File: src/rtl/bcd_display_converter.sv
// Binary to packed 8-digit BCD (double dabble, one bit per cycle); done is WIDTH cycles after accept.
// Backpressure: in_ready is low while shifting and in_valid is ignored then. bcd/neg/overflow hold between completions.
module bcd_display_converter #(
  parameter int WIDTH  = 16,
  parameter bit SIGNED = 1'b0
) (
  input  logic             clk,
  input  logic             rst,
  input  logic [WIDTH-1:0] in_value,
  input  logic             in_valid,
  output logic             in_ready,
  output logic [31:0]      bcd,
  output logic             neg,
  output logic             overflow,
  output logic             done
);

  localparam int CW            = $clog2(WIDTH + 1);
  localparam bit OVF_REACHABLE = (WIDTH >= 27);

  typedef enum logic {S_IDLE, S_SHIFT} state_t;

  state_t           state_q, state_d;
  logic [WIDTH-1:0] bin_q, bin_d;
  logic [35:0]      scr_q, scr_d;
  logic             carry_q, carry_d;
  logic             sign_q, sign_d;
  logic [CW-1:0]    cnt_q, cnt_d;
  logic [31:0]      bcd_q, bcd_d;
  logic             neg_q, neg_d;
  logic             ovf_q, ovf_d;
  logic             done_q, done_d;

  logic             accept;
  logic             last_bit;
  logic             in_sign;
  logic [WIDTH-1:0] in_mag;
  logic [35:0]      scr_adj;
  logic [35:0]      scr_shift;
  logic             carry_shift;
  logic             ovf_now;

  always_ff @(posedge clk) begin
    if (rst) begin
      state_q <= S_IDLE;
    end else begin
      state_q <= state_d;
    end
  end

  always_comb begin
    state_d = state_q;
    case (state_q)
      S_IDLE:  if (in_valid) state_d = S_SHIFT;
      S_SHIFT: if (last_bit) state_d = S_IDLE;
      default: state_d = S_IDLE;
    endcase
  end

  always_comb begin
    in_ready = (state_q == S_IDLE);
    accept   = in_ready && in_valid;
  end

  always_comb begin
    in_sign = SIGNED && in_value[WIDTH-1];
    // The unsigned reading of the WIDTH-bit negate is exact, so the most
    // negative input maps to 2^(WIDTH-1) without needing an extra bit.
    in_mag  = in_sign ? -in_value : in_value;

    scr_adj = scr_q;
    for (int i = 0; i < 9; i++) begin
      if (scr_q[4*i +: 4] >= 4'd5) begin
        scr_adj[4*i +: 4] = scr_q[4*i +: 4] + 4'd3;
      end
    end
    {carry_shift, scr_shift} = {scr_adj, bin_q[WIDTH-1]};

    last_bit = (cnt_q == CW'(1));
    // A bit leaving the 9th digit is sticky: the value can only grow from here.
    ovf_now  = OVF_REACHABLE && (carry_q || carry_shift || (scr_shift[35:32] != 4'd0));
  end

  always_comb begin
    bin_d   = bin_q;
    scr_d   = scr_q;
    carry_d = carry_q;
    sign_d  = sign_q;
    cnt_d   = cnt_q;
    bcd_d   = bcd_q;
    neg_d   = neg_q;
    ovf_d   = ovf_q;
    done_d  = 1'b0;

    if (accept) begin
      bin_d   = in_mag;
      scr_d   = '0;
      carry_d = 1'b0;
      sign_d  = in_sign;
      cnt_d   = CW'(WIDTH);
    end else if (state_q == S_SHIFT) begin
      bin_d   = bin_q << 1;
      scr_d   = scr_shift;
      carry_d = carry_q | carry_shift;
      cnt_d   = cnt_q - CW'(1);
      if (last_bit) begin
        bcd_d  = ovf_now ? 32'h9999_9999 : scr_shift[31:0];
        neg_d  = sign_q;
        ovf_d  = ovf_now;
        done_d = 1'b1;
      end
    end
  end

  always_ff @(posedge clk) begin
    if (rst) begin
      bin_q   <= '0;
      scr_q   <= '0;
      carry_q <= 1'b0;
      sign_q  <= 1'b0;
      cnt_q   <= '0;
      bcd_q   <= '0;
      neg_q   <= 1'b0;
      ovf_q   <= 1'b0;
      done_q  <= 1'b0;
    end else begin
      bin_q   <= bin_d;
      scr_q   <= scr_d;
      carry_q <= carry_d;
      sign_q  <= sign_d;
      cnt_q   <= cnt_d;
      bcd_q   <= bcd_d;
      neg_q   <= neg_d;
      ovf_q   <= ovf_d;
      done_q  <= done_d;
    end
  end

  assign bcd      = bcd_q;
  assign neg      = neg_q;
  assign overflow = ovf_q;
  assign done     = done_q;

endmodule

File: config.mk
export PLATFORM = sky130hd
export DESIGN_NAME = bcd_display_converter
export DESIGN_NICKNAME = d
export VERILOG_FILES = /design/src/rtl/bcd_display_converter.sv
export SDC_FILE = /design/constraint.sdc
export NUM_CORES = 1
export LEC_CHECK = 0
export BUFFER_PORTS_ARGS = -buffer_cell sky130_fd_sc_hd__buf_4
export CAP_MARGIN = 20
export CORE_MARGIN = 2
export CORE_UTILIZATION = 55
export DETAILED_ROUTE_END_ITERATION = 12
export GPL_TIMING_DRIVEN = 0
export PLACE_DENSITY = 0.75
export SKIP_LAST_GASP = 1
export SYNTH_ARGS = -nofsm -noshare
export SYNTH_HDL_FRONTEND = slang
export SYNTH_SLANG_ARGS = --single-unit
File: constraint.sdc
create_clock -name clk -period 2.4 [get_ports clk]
set_input_delay 0.24 -clock clk [delete_from_list [all_inputs] [get_ports clk]]
set_output_delay 0.24 -clock clk [all_outputs]
set_load 0.01 [all_outputs]
# Word level (Yosys, flattened, before mapping)
# Cells that the tools add are included.
[classes]
reduce_logical = 5
addsub = 10
bitwise = 2
muxes = 17
n_lt_le_gt_ge = 9
n_eq_ne = 1
[ops]
columns = ["cell", "count"]
rows = [
  ["greater-or-equal comparator 4 x 3 -> 1 bit (second input constant)", 9],
  ["adder 4 x 2 -> 4 bit (second input constant)", 8],
  ["two-way mux 16 bit", 2],
  ["two-way mux 4 bit", 8],
  ["two-way mux 5 bit", 2],
  ["== test 5 x 1 -> 1 bit (second input constant)", 1],
  ["subtractor 5 x 1 -> 5 bit (second input constant)", 1],
  ["adder 3 x 2 -> 3 bit (second input constant)", 1],
  ["two-way mux 1 bit", 3],
  ["two-way mux 3 bit", 1],
  ["AND reduction 3 bit", 1],
  ["OR reduction 3 bit", 1],
  ["inverter 1 bit", 2],
  ["one-hot mux 1 bit (2 select lines)", 1],
  ["nonzero test 2 bit", 1],
  ["OR reduction 2 bit", 1],
  ["logical AND 1 bit", 1],
]
[word_totals]
output_inout_bits = 36
inputBits = 19
reg_bits = 91
elab_cells = 51

# Logic depth before layout (Yosys ltp)
[depth]
word_depth = 4
ltp_mapped = 6

# Worst setup path before layout
# Ideal clock, no wire load.
[synth_timing]
kind = "register -> register"
from = "register scr_q[17]"
to = "register bcd_q[18], in the netlist bcd[18]"
path_slack_ns = 0.917
t_required_ns = 2.332
arrival_time_ns = 1.415
setup_ns = 0.068
stages_incl_launch_ff = 7
synth_period_minus_slack_ns = 1.483
cell_sequence = "dfxtp_1 inv_1 ha_1 nand2b_1 a21oi_1 mux2_2 o2bb2ai_2"
[synth_via]
elab_chain_cells = 2
elab_cells_between_ends = 3
cone_classes = "1 x add/sub; 1 x order compare; 1 x mux"
[synth_lines]
columns = ["element", "line_no", "text"]
rows = [
  ["start: declaration", "25", "logic [35:0] scr_q, scr_d;"],
  ["start signal: assignment", "128", "scr_q <= scr_d;"],
  ["adder 4 x 2 -> 4 bit / greater-or-equal comparator 4 x 3 -> 1 bit (equally long branches)", "74, 73", ""],
  ["two-way mux 4 bit *", "73", "if (scr_q[4*i +: 4] >= 4'd5) begin"],
  ["end signal: assignment", "122", "bcd_q <= '0;"],
  ["end signal: assignment", "132", "bcd_q <= bcd_d;"],
  ["end: declaration", "29", "logic [31:0] bcd_q, bcd_d;"],
]
# Every way passes the cells marked *; elsewhere a longest branch is shown, timed or not.
# A chain may end at the register's enable or synchronous reset.

# Worst setup path in the final report
[layout_timing]
from = "register state_q"
to = "output port in_ready"
[layout_via]
elab_chain_cells = 1
[layout_lines]
columns = ["element", "line_no", "text"]
rows = [
  ["start: declaration", "23", "state_t state_q, state_d;"],
  ["start signal: assignment", "47", "state_q <= state_d;"],
  ["inverter 1 bit (no line)", "--", ""],
  ["end: declaration", "11", "output logic in_ready,"],
]
# Every way passes these cells.

==> metrics.md <==
| Metric | Value |
|---|---|
| Leading cell types by total area after synthesis | `sky130_fd_sc_hd__dfxtp_1 42%, sky130_fd_sc_hd__a21oi_1 6.6%, sky130_fd_sc_hd__ha_1 5.5%` |
| IO Port Bufs | `51` |
| Worst reg2reg endpoint | `bcd[26]$_SDFFE_PP0P_` |
| Core Area | `7250 um^2` |
| Avg Inst Size Synth | `8.99 um^2` |
| Later-pin clock latency in the skew report | `0.36 ns` |
| Final antenna-violating net count | `0` |
| Nature of the critical path endpoint | `output pin` |
| DRC violation count after routing | `0` |
| Drt wl/cell | `15.1 um` |
| Worst flop-to-flop path startpoint | `scr_q[25]$_SDFFE_PP0P_` |
| Power consumption | `2920 uW` |
| Clock root buffer master | `sky130_fd_sc_hd__clkbuf_8` |
| Fin Setup TNS | `0 ns` |
| Clock tree from TritonCTS | `done` |
| Dpl hpwl | `6490 um` |
| Post-CTS Hold Fix Bufs | `0` |
| Antenna Cells | `0` |
| Peak supply drop | `0.362 mV` |
| Maximum number of pins on one net before global-route repair | `15` |
| Reported leakage power | `0.00189 uW` |
| Number of hold violations in the final report | `0` |
| Proportion of power drawn by the clock network | `0.367` |
| Critical path origin | `state_q$_SDFF_PP0_` |
| Startpoint-to-endpoint class of the critical path | `reg -> out` |
| Number of buffers on the longest clock path | `2` |
| Int Power | `2150 uW` |
| Combinational share of power | `0.116` |
| Switching power of the nets | `770 uW` |
| R2R setup slack | `0.70 ns` |
| Final design utilization | `0.667` |
| Fmax | `0.577 GHz` |
| Sequential share of power | `0.517` |
| Initial cell density of the core | `0.568` |
| Total number of yosys warnings | `0` |
| Via count | `3461` |
| Min cycle time layout | `1.73 ns` |
| Routed Wire Length | `9440 um` |
| Worst setup skew after layout | `0.00779 ns` |
| Gate count of the mapped netlist | `458` |
| Number of global-route vias before repair | `3247` |
| Library cell with the largest summed area after synthesis | `sky130_fd_sc_hd__dfxtp_1` |
| CTS buffer count | `9` |
| Multi-input logic area | `2120 um^2` |
| First-iteration detailed-routing DRC count | `221` |
| Layout cell share with drive strength beyond 1 | `0.203` |
| Max FO, Critical Path | `10` |
| Net switching fraction of the power | `0.264` |
| Wire length of the first global-routing pass | `15700 um` |
| Final period util | `0.722` |
| Number of max-capacitance violations reported | `0` |
| H-Tree Level Count | `3` |
| Clock sink total | `87` |
| Data arrival time of the critical path | `1.49 ns` |
| Max-slew violations | `0` |
| Post-synth top area share | `0.423` |
| Max-slew headroom at the worst pin | `0.578` |
| Routability-driven placement congestion ratio | `0.848` |
| Ys async rst share | `0` |
| Portion of the post-synthesis area used by sequential elements | `0.423` |
| Vias per std cell | `5.54` |
| Buffer count from post-CTS setup fixing | `0` |
| Total global routing track utilization | `0.234` |
| Run status | `complete, no violations` |
| First-pass detailed-route iteration total | `4` |
| Required time at the endpoint of the critical path | `2.16 ns` |
| Reg clk slew, reported paths | `0.08 ns` |
| Number of I/O pins | `55` |
| CP Capture Point | `in_ready` |
| Final global-route overflow total | `0` |
| Type of the tightest min-delay check | `in -> reg` |
| Mapped cell area | `4120 um^2` |
| Vertical die dimension | `90.5 um` |
| Placement row count | `31` |
| Power per cell area | `604 nW/um^2` |
| Worst reg-to-reg path cell count | `6` |
| Area Overhead vs Synth | `17.4%` |
| Cells resized by post-CTS repair | `0` |
| Storage cell area | `1740 um^2` |
| Post-synthesis register bit count | `87` |
| List of most frequent post-synthesis cells | `87 x sky130_fd_sc_hd__dfxtp_1, 54 x sky130_fd_sc_hd__a21oi_1, 46 x sky130_fd_sc_hd__nor2_1, 28 x sky130_fd_sc_hd__nand2_1` |
| Die width | `90.5 um` |
| Number of enable-type register cells in the synthesized netlist | `0` |
| Floorplan die area | `8190 um^2` |
| Fin nets | `558` |
| Setup violation total in the final timing report | `0` |
| Count of fill cells added during filler insertion | `603` |
| Synth Flop Type | `sky130_fd_sc_hd__dfxtp_1` |
| Cell with the most instances after synthesis | `sky130_fd_sc_hd__dfxtp_1` |
| RSZ-0062 raised after global routing | `no` |
| Measured slew at the worst slew-check pin | `0.633 ns` |
| Post-synthesis cell type count | `36` |
| Antenna violations before repair | `0` |
| Startpoint type of the worst setup path | `flip-flop` |
## cell type report
cell class,instances,share of cell area
Clock buffer,11,0.0313
Multi-Input combinational cell,320,0.439
Buffer,28,0.0342
Clock inverter,5,0.0116
Timing Repair Buffer,51,0.0792
Sequential cell,87,0.360
Tap cell,99,0.0256
Inverter,24,0.0186
## per-stage QoR
step	hold slack [ns]	std cells	setup WS, ns	area, um^2
2_1_floorplan	0.435	459	0.917	4120
3_3_place_gp	0.444	609	0.787	4630
3_5_place_dp	0.449	609	0.747	4630
4_1_cts	0.187	625	0.673	4840
5_1_grt	0.229	625	0.599	4840
6_report	0.187	625	0.667	4840
## kinds of logic (layout without fill, tap and decap cells)
kind of cell | after synthesis | count (layout) | synth area share
other cells | 1 | 2 | 0.000911
flops | 87 | 87 | 0.423
simple gates | 126 | 126 | 0.150
mux | 24 | 24 | 0.0593
fa+ha+maj | 18 | 18 | 0.0547
buf+inv | 52 | 119 | 0.0620
compound gates | 138 | 138 | 0.225
xor+xnor | 12 | 12 | 0.0255
## sequential cells by signal (all words and copies together) (netlist names)
| register | count |
|---|---|
| done | 1 |
| bin_q | 16 |
| bcd | 32 |
| cnt_q | 5 |
| scr_q | 32 |
| state_q | 1 |
## worst min-delay path by stage
stage	startpoint	end	slack, ns	cells past startpoint
finish	in_value[0]	bin_q[0]$_SDFFE_PP0P_	0.19	3
floorplan	in_value[0]	bin_q[0]$_SDFFE_PP0P_	0.44	2
detailed placement	bcd[7]$_SDFFE_PP0P_	bcd[7]$_SDFFE_PP0P_	0.45	1
global route	in_value[0]	bin_q[0]$_SDFFE_PP0P_	0.23	3
CTS	in_value[0]	bin_q[0]$_SDFFE_PP0P_	0.19	3
global placement	bcd[13]$_SDFFE_PP0P_	bcd[13]$_SDFFE_PP0P_	0.44	1
## cell usage in the layout (no fill, tap or decap), types with 10 or more instances in the layout
| cell | instances |
|---|---|
| sky130_fd_sc_hd__a211oi_1 | 10 |
| sky130_fd_sc_hd__a21oi_1 | 54 |
| sky130_fd_sc_hd__buf_2 | 15 |
| sky130_fd_sc_hd__buf_4 | 56 |
| sky130_fd_sc_hd__clkbuf_8 | 11 |
| sky130_fd_sc_hd__dfxtp_1 | 87 |
| sky130_fd_sc_hd__ha_1 | 18 |
| sky130_fd_sc_hd__inv_1 | 24 |
| sky130_fd_sc_hd__mux2i_1 | 21 |
| sky130_fd_sc_hd__nand2_1 | 28 |
| sky130_fd_sc_hd__nor2_1 | 46 |
| sky130_fd_sc_hd__nor3_1 | 10 |
| sky130_fd_sc_hd__o21ai_0 | 24 |
| sky130_fd_sc_hd__o2bb2ai_1 | 20 |
| sky130_fd_sc_hd__o2bb2ai_2 | 10 |
| sky130_fd_sc_hd__xnor2_1 | 10 |
## routing by layer
metal,up-vias,global-route usage,share of wire
met3,13,0.0309,0.041
li1,1728,-,-
met1,1635,0.318,0.46
met5,-,0,0
met2,85,0.372,0.48
met4,0,0.106,0.017
## power groups by stage
stage | Sequential [uW] | Clock, uW | Combinational, uW
floorplan | 1540 | 0 | 240
global placement | 1540 | 0 | 326
detailed placement | 1540 | 0 | 335
CTS | 1510 | 1080 | 338
global route | 1520 | 1150 | 374
finish | 1510 | 1070 | 339
## critical path: stages, from the launching register on
cell                       delay, ns
sky130_fd_sc_hd__dfxtp_1        0.37
sky130_fd_sc_hd__inv_1          0.09
sky130_fd_sc_hd__clkbuf_1       0.45
sky130_fd_sc_hd__buf_4          0.22
Power figures use the tool's default switching activity.
